### src/rtl/ctrl_fsm_mc_if.sv
// Handshake bundle between the multi-cycle controller and its IFU, LSU and MDU peers.
// The master modport is the controller side; slave is the environment side.
interface ctrl_fsm_mc_if;
    logic        inst_valid;
    logic        inst_ready;
    logic [31:0] inst;
    logic        lsu_req_valid;
    logic        lsu_req_ready;
    logic        lsu_resp_valid;
    logic        mdu_start;
    logic        mdu_done;

    modport master (
        input  inst_valid, inst, lsu_req_ready, lsu_resp_valid, mdu_done,
        output inst_ready, lsu_req_valid, mdu_start
    );

    modport slave (
        output inst_valid, inst, lsu_req_ready, lsu_resp_valid, mdu_done,
        input  inst_ready, lsu_req_valid, mdu_start
    );
endinterface

### src/rtl/ctrl_fsm_mc.sv
// Multi-cycle RV32I/M control unit: latches one instruction, decodes it into a
// registered control bundle and walks EXEC / MEM / MDU / WB phases, trapping on illegal encodings.
module ctrl_fsm_mc #(
    parameter bit EN_MEXT  = 1'b1,
    parameter int MEMOP_W  = 3,
    parameter int ALUCTR_W = 4
) (
    input  logic                clk,
    input  logic                rst,
    ctrl_fsm_mc_if.master       bus,
    output logic [2:0]          ExtOp,
    output logic                ALUAsrc,
    output logic [1:0]          ALUBsrc,
    output logic [ALUCTR_W-1:0] ALUctr,
    output logic [2:0]          Branch,
    output logic                MemtoReg,
    output logic                MemWr,
    output logic [MEMOP_W-1:0]  MemOp,
    output logic [2:0]          MduOp,
    output logic                RegWr,
    output logic                PcWr,
    output logic                illegal,
    output logic                busy
);
    typedef enum logic [2:0] {
        IDLE, DECODE, EXEC, MEM_REQ, MEM_WAIT, MDU_WAIT, WB, TRAP
    } state_t;

    typedef struct packed {
        logic [2:0]          ext_op;
        logic                alu_asrc;
        logic [1:0]          alu_bsrc;
        logic [ALUCTR_W-1:0] alu_ctr;
        logic [2:0]          branch;
        logic                mem_to_reg;
        logic                mem_wr;
        logic [MEMOP_W-1:0]  mem_op;
        logic [2:0]          mdu_op;
        logic                reg_wr_en;
        logic                is_mem;
        logic                is_mop;
    } bundle_t;

    state_t      state_reg, state_next;
    logic [31:0] inst_reg;
    bundle_t     bundle_reg, dec;
    logic        legal;
    logic        trap_first_reg;
    logic        unused_bits;

    logic [4:0] opc;
    logic [2:0] func3;
    logic [6:0] func7;
    assign opc         = inst_reg[6:2];
    assign func3       = inst_reg[14:12];
    assign func7       = inst_reg[31:25];
    assign unused_bits = ^{inst_reg[24:15], inst_reg[11:7]};

    // Same ALUctr encoding as the single-cycle controller.
    function automatic logic [ALUCTR_W-1:0] alu_code(input logic [2:0] f3, input logic alt);
        logic [3:0] code;
        case (f3)
            3'b000:  code = alt ? 4'b1000 : 4'b0000;
            3'b001:  code = 4'b0001;
            3'b010:  code = 4'b0010;
            3'b011:  code = 4'b1010;
            3'b100:  code = 4'b0100;
            3'b101:  code = alt ? 4'b1101 : 4'b0101;
            3'b110:  code = 4'b0110;
            default: code = 4'b0111;
        endcase
        return ALUCTR_W'(code);
    endfunction

    always_ff @(posedge clk or posedge rst) begin
        if (rst) begin
            state_reg      <= IDLE;
            inst_reg       <= '0;
            bundle_reg     <= '0;
            trap_first_reg <= 1'b0;
        end else begin
            state_reg      <= state_next;
            trap_first_reg <= (state_reg == DECODE) && !legal;
            if (state_reg == IDLE && bus.inst_valid)
                inst_reg <= bus.inst;
            if (state_reg == DECODE && legal)
                bundle_reg <= dec;
            else if (state_reg == WB)
                bundle_reg <= '0;
        end
    end

    always_comb begin
        dec   = '0;
        legal = 1'b0;
        if (inst_reg[1:0] == 2'b11) begin
            case (opc)
                5'b01101: begin // lui
                    legal = 1'b1; dec.ext_op = 3'b001; dec.alu_bsrc = 2'b01;
                    dec.alu_ctr = ALUCTR_W'(4'b0011); dec.reg_wr_en = 1'b1;
                end
                5'b00101: begin // auipc
                    legal = 1'b1; dec.ext_op = 3'b001; dec.alu_asrc = 1'b1;
                    dec.alu_bsrc = 2'b01; dec.reg_wr_en = 1'b1;
                end
                5'b00100: begin
                    legal = 1'b1; dec.alu_bsrc = 2'b01; dec.reg_wr_en = 1'b1;
                    dec.alu_ctr = alu_code(func3, (func3 == 3'b101) && func7[5]);
                end
                5'b01100: begin
                    dec.reg_wr_en = 1'b1;
                    if (func7 == 7'b0000001) begin
                        legal = EN_MEXT; dec.is_mop = 1'b1; dec.mdu_op = func3;
                    end else begin
                        legal = 1'b1; dec.alu_ctr = alu_code(func3, func7[5]);
                    end
                end
                5'b11011: begin // jal
                    legal = 1'b1; dec.ext_op = 3'b100; dec.alu_asrc = 1'b1;
                    dec.alu_bsrc = 2'b10; dec.branch = 3'b001; dec.reg_wr_en = 1'b1;
                end
                5'b11001: begin // jalr
                    legal = 1'b1; dec.alu_asrc = 1'b1; dec.alu_bsrc = 2'b10;
                    dec.branch = 3'b010; dec.reg_wr_en = 1'b1;
                end
                5'b11000: begin
                    legal = (func3[2:1] != 2'b01); dec.ext_op = 3'b011;
                    dec.alu_ctr = func3[1] ? ALUCTR_W'(4'b1010) : ALUCTR_W'(4'b0010);
                    dec.branch = {1'b1, func3[2], func3[0]};
                end
                5'b00000: begin
                    legal = (func3 != 3'b011) && (func3 != 3'b110) && (func3 != 3'b111);
                    dec.alu_bsrc = 2'b01; dec.mem_to_reg = 1'b1; dec.is_mem = 1'b1;
                    dec.mem_op = MEMOP_W'(func3); dec.reg_wr_en = 1'b1;
                end
                5'b01000: begin
                    legal = (func3 < 3'b011); dec.ext_op = 3'b010; dec.alu_bsrc = 2'b01;
                    dec.mem_wr = 1'b1; dec.is_mem = 1'b1; dec.mem_op = MEMOP_W'(func3);
                end
                default: legal = 1'b0;
            endcase
        end
    end

    always_comb begin
        state_next = state_reg;
        case (state_reg)
            IDLE:     if (bus.inst_valid) state_next = DECODE;
            DECODE:   state_next = legal ? EXEC : TRAP;
            EXEC:     state_next = bundle_reg.is_mem ? MEM_REQ :
                                   bundle_reg.is_mop ? MDU_WAIT : WB;
            MEM_REQ:  if (bus.lsu_req_ready) state_next = MEM_WAIT;
            MEM_WAIT: if (bus.lsu_resp_valid) state_next = WB;
            MDU_WAIT: if (bus.mdu_done) state_next = WB;
            WB:       state_next = IDLE;
            TRAP:     state_next = TRAP;
            default:  state_next = IDLE;
        endcase
    end

    always_comb begin
        bus.inst_ready    = (state_reg == IDLE) && !rst;
        bus.lsu_req_valid = (state_reg == MEM_REQ);
        bus.mdu_start     = (state_reg == EXEC) && bundle_reg.is_mop;
        busy              = (state_reg != IDLE);
        illegal           = (state_reg == TRAP);
        RegWr             = (state_reg == WB) && bundle_reg.reg_wr_en;
        PcWr              = (state_reg == WB) || ((state_reg == TRAP) && trap_first_reg);
        ExtOp             = bundle_reg.ext_op;
        ALUAsrc           = bundle_reg.alu_asrc;
        ALUBsrc           = bundle_reg.alu_bsrc;
        ALUctr            = bundle_reg.alu_ctr;
        Branch            = bundle_reg.branch;
        MemtoReg          = bundle_reg.mem_to_reg;
        MemWr             = bundle_reg.mem_wr;
        MemOp             = bundle_reg.mem_op;
        MduOp             = bundle_reg.mdu_op;
    end
endmodule

### src/flat_wrapper.sv
// flat-port wrapper written by rule: the top's interface ports become plain ports
module ctrl_fsm_mc_flat 
#(
    parameter bit EN_MEXT  = 1'b1,
    parameter int MEMOP_W  = 3,
    parameter int ALUCTR_W = 4
)
  (clk, rst, ExtOp, ALUAsrc, ALUBsrc, ALUctr, Branch, MemtoReg, MemWr, MemOp, MduOp, RegWr, PcWr, illegal, busy, bus_inst_valid, bus_inst, bus_lsu_req_ready, bus_lsu_resp_valid, bus_mdu_done, bus_inst_ready, bus_lsu_req_valid, bus_mdu_start);
  ctrl_fsm_mc_if bus_i ();
  input  logic clk;
  input  logic rst;
  output logic [2:0] ExtOp;
  output logic ALUAsrc;
  output logic [1:0] ALUBsrc;
  output logic [ALUCTR_W-1:0] ALUctr;
  output logic [2:0] Branch;
  output logic MemtoReg;
  output logic MemWr;
  output logic [MEMOP_W-1:0] MemOp;
  output logic [2:0] MduOp;
  output logic RegWr;
  output logic PcWr;
  output logic illegal;
  output logic busy;
  input wire logic [$bits(bus_i.inst_valid)-1:0] bus_inst_valid;
  input wire logic [$bits(bus_i.inst)-1:0] bus_inst;
  input wire logic [$bits(bus_i.lsu_req_ready)-1:0] bus_lsu_req_ready;
  input wire logic [$bits(bus_i.lsu_resp_valid)-1:0] bus_lsu_resp_valid;
  input wire logic [$bits(bus_i.mdu_done)-1:0] bus_mdu_done;
  output wire logic [$bits(bus_i.inst_ready)-1:0] bus_inst_ready;
  output wire logic [$bits(bus_i.lsu_req_valid)-1:0] bus_lsu_req_valid;
  output wire logic [$bits(bus_i.mdu_start)-1:0] bus_mdu_start;
  assign bus_i.inst_valid = bus_inst_valid;
  assign bus_i.inst = bus_inst;
  assign bus_i.lsu_req_ready = bus_lsu_req_ready;
  assign bus_i.lsu_resp_valid = bus_lsu_resp_valid;
  assign bus_i.mdu_done = bus_mdu_done;
  assign bus_inst_ready = bus_i.inst_ready;
  assign bus_lsu_req_valid = bus_i.lsu_req_valid;
  assign bus_mdu_start = bus_i.mdu_start;
  ctrl_fsm_mc #(.EN_MEXT(EN_MEXT), .MEMOP_W(MEMOP_W), .ALUCTR_W(ALUCTR_W)) u_core (.clk(clk), .rst(rst), .bus(bus_i), .ExtOp(ExtOp), .ALUAsrc(ALUAsrc), .ALUBsrc(ALUBsrc), .ALUctr(ALUctr), .Branch(Branch), .MemtoReg(MemtoReg), .MemWr(MemWr), .MemOp(MemOp), .MduOp(MduOp), .RegWr(RegWr), .PcWr(PcWr), .illegal(illegal), .busy(busy));
endmodule
### config.mk
export PLATFORM = sky130hd
export DESIGN_NAME = ctrl_fsm_mc_flat
export DESIGN_NICKNAME = d
export VERILOG_FILES = /design/src/rtl/ctrl_fsm_mc_if.sv /design/src/rtl/ctrl_fsm_mc.sv /design/src/flat_wrapper.sv
export SDC_FILE = /design/constraint.sdc
export NUM_CORES = 1
export LEC_CHECK = 0
export BUFFER_PORTS_ARGS = -buffer_cell sky130_fd_sc_hd__buf_2
export CORE_AREA = 2 2 71 73
export CTS_CLUSTER_SIZE = 40
export DETAILED_ROUTE_END_ITERATION = 7
export DIE_AREA = 0 0 73 75
export PLACE_DENSITY = 0.85
export SLEW_MARGIN = 20
export SYNTH_ARGS = -nofsm -noshare
export SYNTH_HDL_FRONTEND = slang
export SYNTH_SLANG_ARGS = --single-unit
### constraint.sdc
create_clock -name clk -period 4.9 [get_ports clk]
set_input_delay 0.49 -clock clk [delete_from_list [all_inputs] [get_ports clk]]
set_output_delay 0.49 -clock clk [all_outputs]
set_load 0.1 [all_outputs]
## Word level (Yosys, flattened, before mapping)

Cells that the tools add are included.

- Register bits after elaboration: 60
- Output and inout port bits: 28
- Bits of input ports: 38
- Logic and storage cells: 108

- Muxes and demuxes: 35
- Magnitude comparators: 1
- Reduce and logical (&&, ||, !) cells: 26
- Equality and inequality tests: 31

Operators with widths:

| cell | count |
|---|---|
| 2-to-1 mux 24 bit | 3 |
| case mux 4 bit (7 select lines) | 2 |
| 2-to-1 mux 3 bit | 9 |
| 2-to-1 mux 4 bit | 6 |
| case mux 3 bit (8 select lines) | 1 |
| equality test 3 bit (second input constant) | 7 |
| case mux 4 bit (4 select lines) | 1 |
| equality test 5 x 4 -> 1 bit (second input constant) | 3 |
| equality test 5 bit (second input constant) | 3 |
| equality test 3 x 2 -> 1 bit (second input constant) | 4 |
| case mux 3 bit (4 select lines) | 1 |
| equality test 5 x 3 -> 1 bit (second input constant) | 2 |
| logical AND 1 bit | 10 |
| case mux 3 bit (3 select lines) | 1 |
| 2-to-1 mux 1 bit | 8 |
| != test 2 bit (second input constant) | 4 |
| equality test 7 x 1 -> 1 bit (second input constant) | 1 |
| OR reduction 7 bit | 1 |
| equality test 3 x 1 -> 1 bit (second input constant) | 2 |
| logical NOT 3 bit | 2 |
| != test 3 bit (second input constant) | 2 |
| OR reduction 2 bit | 3 |
| OR reduction 6 bit | 1 |
| logical NOT 5 bit | 1 |
| other kinds (14) | 15 |

## Longest topological paths before layout

- Word-level depth: 7
- Mapped depth: 8
- Depth with buffers taken out: 5

## Worst setup path before layout

No wires, ideal clock.

- Kind: flip-flop to output port
- Start point: register u_core.state_reg[2]
- End point: output bus_mdu_start
- Path buffers: 1
- Cell stages (with the launch flop): 3
- Data required time: 4.410 ns
- Slack: 1.617 ns
- Arrival time: 2.793 ns
- Cells stage by stage: dfrtp_1 clkbuf_1 nor3b_1

- Word-level cells in the longest chain between the ends: 2

Ends and longest elaborated chain:

| element | RTL line | RTL |
|---|---|---|
| from (decl) | ctrl_fsm_mc.sv:44 | `state_t state_reg, state_next;` |
| from (signal assigned) | ctrl_fsm_mc.sv:82 | `state_reg <= state_next;` |
| equality test 3 x 2 -> 1 bit | ctrl_fsm_mc.sv:164 | `bus.mdu_start = (state_reg == EXEC) && bundle_reg.is_mop;` |
| logical AND 1 bit | ctrl_fsm_mc.sv:164 |  |
| to (decl) | flat_wrapper.sv:32 | `output wire logic [$bits(bus_i.mdu_start)-1:0] bus_mdu_start;` |

No other way between the ends.

## Final worst setup path

- Start point: register u_core.state_reg[2]
- End point: output RegWr

- Word-level cells in the longest chain between the ends: 2

Ends and longest elaborated chain:

| element | RTL line | RTL |
|---|---|---|
| equality test 3 bit | ctrl_fsm_mc.sv:167 | `RegWr = (state_reg == WB) && bundle_reg.reg_wr_en;` |
| logical AND 1 bit | ctrl_fsm_mc.sv:167 |  |
| to (decl) | flat_wrapper.sv:21 | `output logic RegWr;` |

No other way between the ends.

==> run summary <==
maximum vdd drop: 0.000313 V
PD cells: 499 nW/µm²
wire per inst: 14.0 µm
outcome: finished, final reports clean
Place WS: 2.51 ns
GP Congestion: 0.901
starting DRC count in detailed routing: 132
worst hold path type: in -> async
CTS Buffer Depth: 2
DRT Pass-1 Iters: 4
Initial Util: 0.550
Pleak: 1.30 nW
share of post-route cells with drive strength above 1: 0.331
routed wire length: 4.60 mm
Final Max Tran Viols: 0
ys async rst share: 1.00
worst slew pin tran: 0.844 ns
# setup viols final: 0
Row Count: 25
CP startpoint kind: flip-flop
CP Capture Type: output port
Max Fclk: 0.382 GHz
GRT Total Usage: 0.184
Area Growth Syn to Fin: 4.44%
cts hold-fix bufs: 0
most common flop cell mapped by yosys: dfrtp_1
port bufs: 50
total core area: 4660 µm²
die area: 5480 µm²
Final TNS setup: 0 ns
CTS Buf Count: 5
Worst-path clk slew: 0.08 ns
# DRC: 0
Antenna Violating Nets Remaining: 0
EDFF count, synth: 0
Synth cell types: 52
Avg Synthesized Cell Area: 10.3 µm²
Die H: 75 µm
Ports: 66
die width: 73 µm
CP Class: reg -> out
Clock Root Buffer: clkbuf_8
first-pass GRT wire length: 7.69 mm
setup bufs post-CTS: 0
setup ws final: 2.28 ns
initial antenna violation count: 0
Max Cap Violations: 0
via count: 1789
number of flip-flops under the largest register name: 17
Layout Skew: 0.00705 ns
Synth Cell Area: 2560 µm²
WP data arrival: 2.13 ns
Final Hold Viols: 0
post-DR vias/cell: 5.44
Mapped Cells: 249
worst-skew pair later-pin latency: 0.30 ns
number of global-route vias before repair: 1619
Num Clock Sinks: 45
pin count of the biggest net entering global routing: 46
nets: 312
sequential share of the synthesized area: 0.439
#FFs+latches synth: 45
min Tclk post-route: 2.62 ns
CP required: 4.41 ns
unrepaired setup endpoints after global routing: false
post-CTS sizing: 0
Overflow after GRT: 0
total number of yosys warnings: 0
Slew Limit Headroom: 0.435
WHS: 0.328 ns
Worst Path Max Fanout: 26
Final Cycle Share: 0.535
HPWL Detailed: 3.38 mm
Max H-tree Level: 2
Post-Syn Nets: 287
CTS tree: built
diode count: 0
[cells in the final DEF, fill, tap and decap left out, types with 2 or more instances in the layout]
cell | netlist | final
clkinv_2 | 0 | 2
nand2_1 | 41 | 41
mux2_2 | 15 | 15
buf_4 | 20 | 2
o21ai_0 | 9 | 9
dfrtp_1 | 45 | 45
a32o_2 | 3 | 3
nand3_1 | 5 | 5
o211ai_1 | 2 | 2
clkbuf_8 | 2 | 5
nand4_1 | 3 | 3
and2_1 | 6 | 6
mux2_4 | 2 | 2
inv_1 | 11 | 10
nand2b_1 | 2 | 2
nor2_1 | 15 | 15
nor4_1 | 2 | 2
a21oi_1 | 6 | 6
mux2i_1 | 18 | 18
buf_2 | 2 | 50
[Yosys cell counts (2+ instances only)]
cell type	count	area, µm²
a21oi_1	6	30.0
a32o_2	3	33.8
and2_1	6	37.5
buf_2	2	10.0
buf_4	20	150
buf_6	3	33.8
bufbuf_16	2	65.1
clkbuf_1	5	18.8
clkbuf_8	2	27.5
dfrtp_1	45	1130
inv_1	11	41.3
mux2_2	15	169
mux2_4	2	30.0
mux2i_1	18	180
nand2_1	41	154
nand2b_1	2	12.5
nand3_1	5	25.0
nand4_1	3	18.8
nor2_1	15	56.3
nor4_1	2	12.5
o211ai_1	2	15.0
o21ai_0	9	45.0
[final timing paths]
check / end / cells past startpoint / slack [ns] / from
max: RegWr / 4 / 2.28 / u_core.state_reg[2]
min: u_core.state_reg[0] / 3 / 0.33 / rst
max reg2reg: u_core.ALUBsrc[0] / 5 / 2.52 / u_core.inst_reg[2]
min reg2reg: u_core.inst_reg[29] / 1 / 0.51 / u_core.inst_reg[29]
max in group asynchronous: u_core.ALUBsrc[1] / 3 / 4.20 / rst
min in group clk: u_core.inst_reg[2] / 3 / 0.39 / bus_inst[2]
[metal layers]
metal | track usage | wire, µm | up-vias
li1 | - | - | 893
met1 | 0.270 | 2170 | 843
met2 | 0.272 | 2160 | 47
met3 | 0.0295 | 182 | 6
met4 | 0.0802 | 84 | 0
met5 | 0 | 0 | -
[layout make-up]
cell class	count	area (µm²)
Clock buffer	5	68.8
Clock inverter	3	17.5
Fill cell	423	1980
Inverter	11	41.3
Multi-Input combinational cell	159	1090
Sequential cell	45	1130
Tap cell	54	67.6
Timing Repair Buffer	52	265
[where the power goes]
| group | total, W | internal [W] | switching [W] |
|---|---|---|---|
| combinational | 0.000510 | 0.000188 | 0.000322 |
| sequential | 0.000606 | 0.000456 | 0.000150 |
| clock | 0.000220 | 0.0000984 | 0.000122 |
[worst max-delay path, stage by stage (launching register included)]
cell     delay (ns)
dfrtp_1        0.54
inv_1          0.16
or2_2          0.53
nor2_1         0.15
buf_2          0.44
[per-stage QoR]
step / power [W] / cells / area (µm²) / util
CTS: 0.00134 / 329 / 2680 / 0.574
global route: 0.00143 / 329 / 2680 / 0.574
detailed placement: 0.00112 / 321 / 2590 / 0.556
finish: 0.00134 / 329 / 2680 / 0.574
floorplan: 0.00111 / 249 / 2560 / -
global placement: 0.00110 / 321 / 2590 / 0.556
[kinds of logic (layout without fill, tap and decap cells)]
| family | count (synthesis) | count (layout) | synth area share |
|---|---|---|---|
| flip-flops | 45 | 45 | 0.439 |
| multiplexers | 35 | 35 | 0.148 |
| AND/OR/NAND/NOR | 90 | 90 | 0.185 |
| AO/OA/AOI/OAI | 34 | 34 | 0.0923 |
| buffers and inverters | 45 | 71 | 0.135 |
Power figures use the tool's default switching activity.
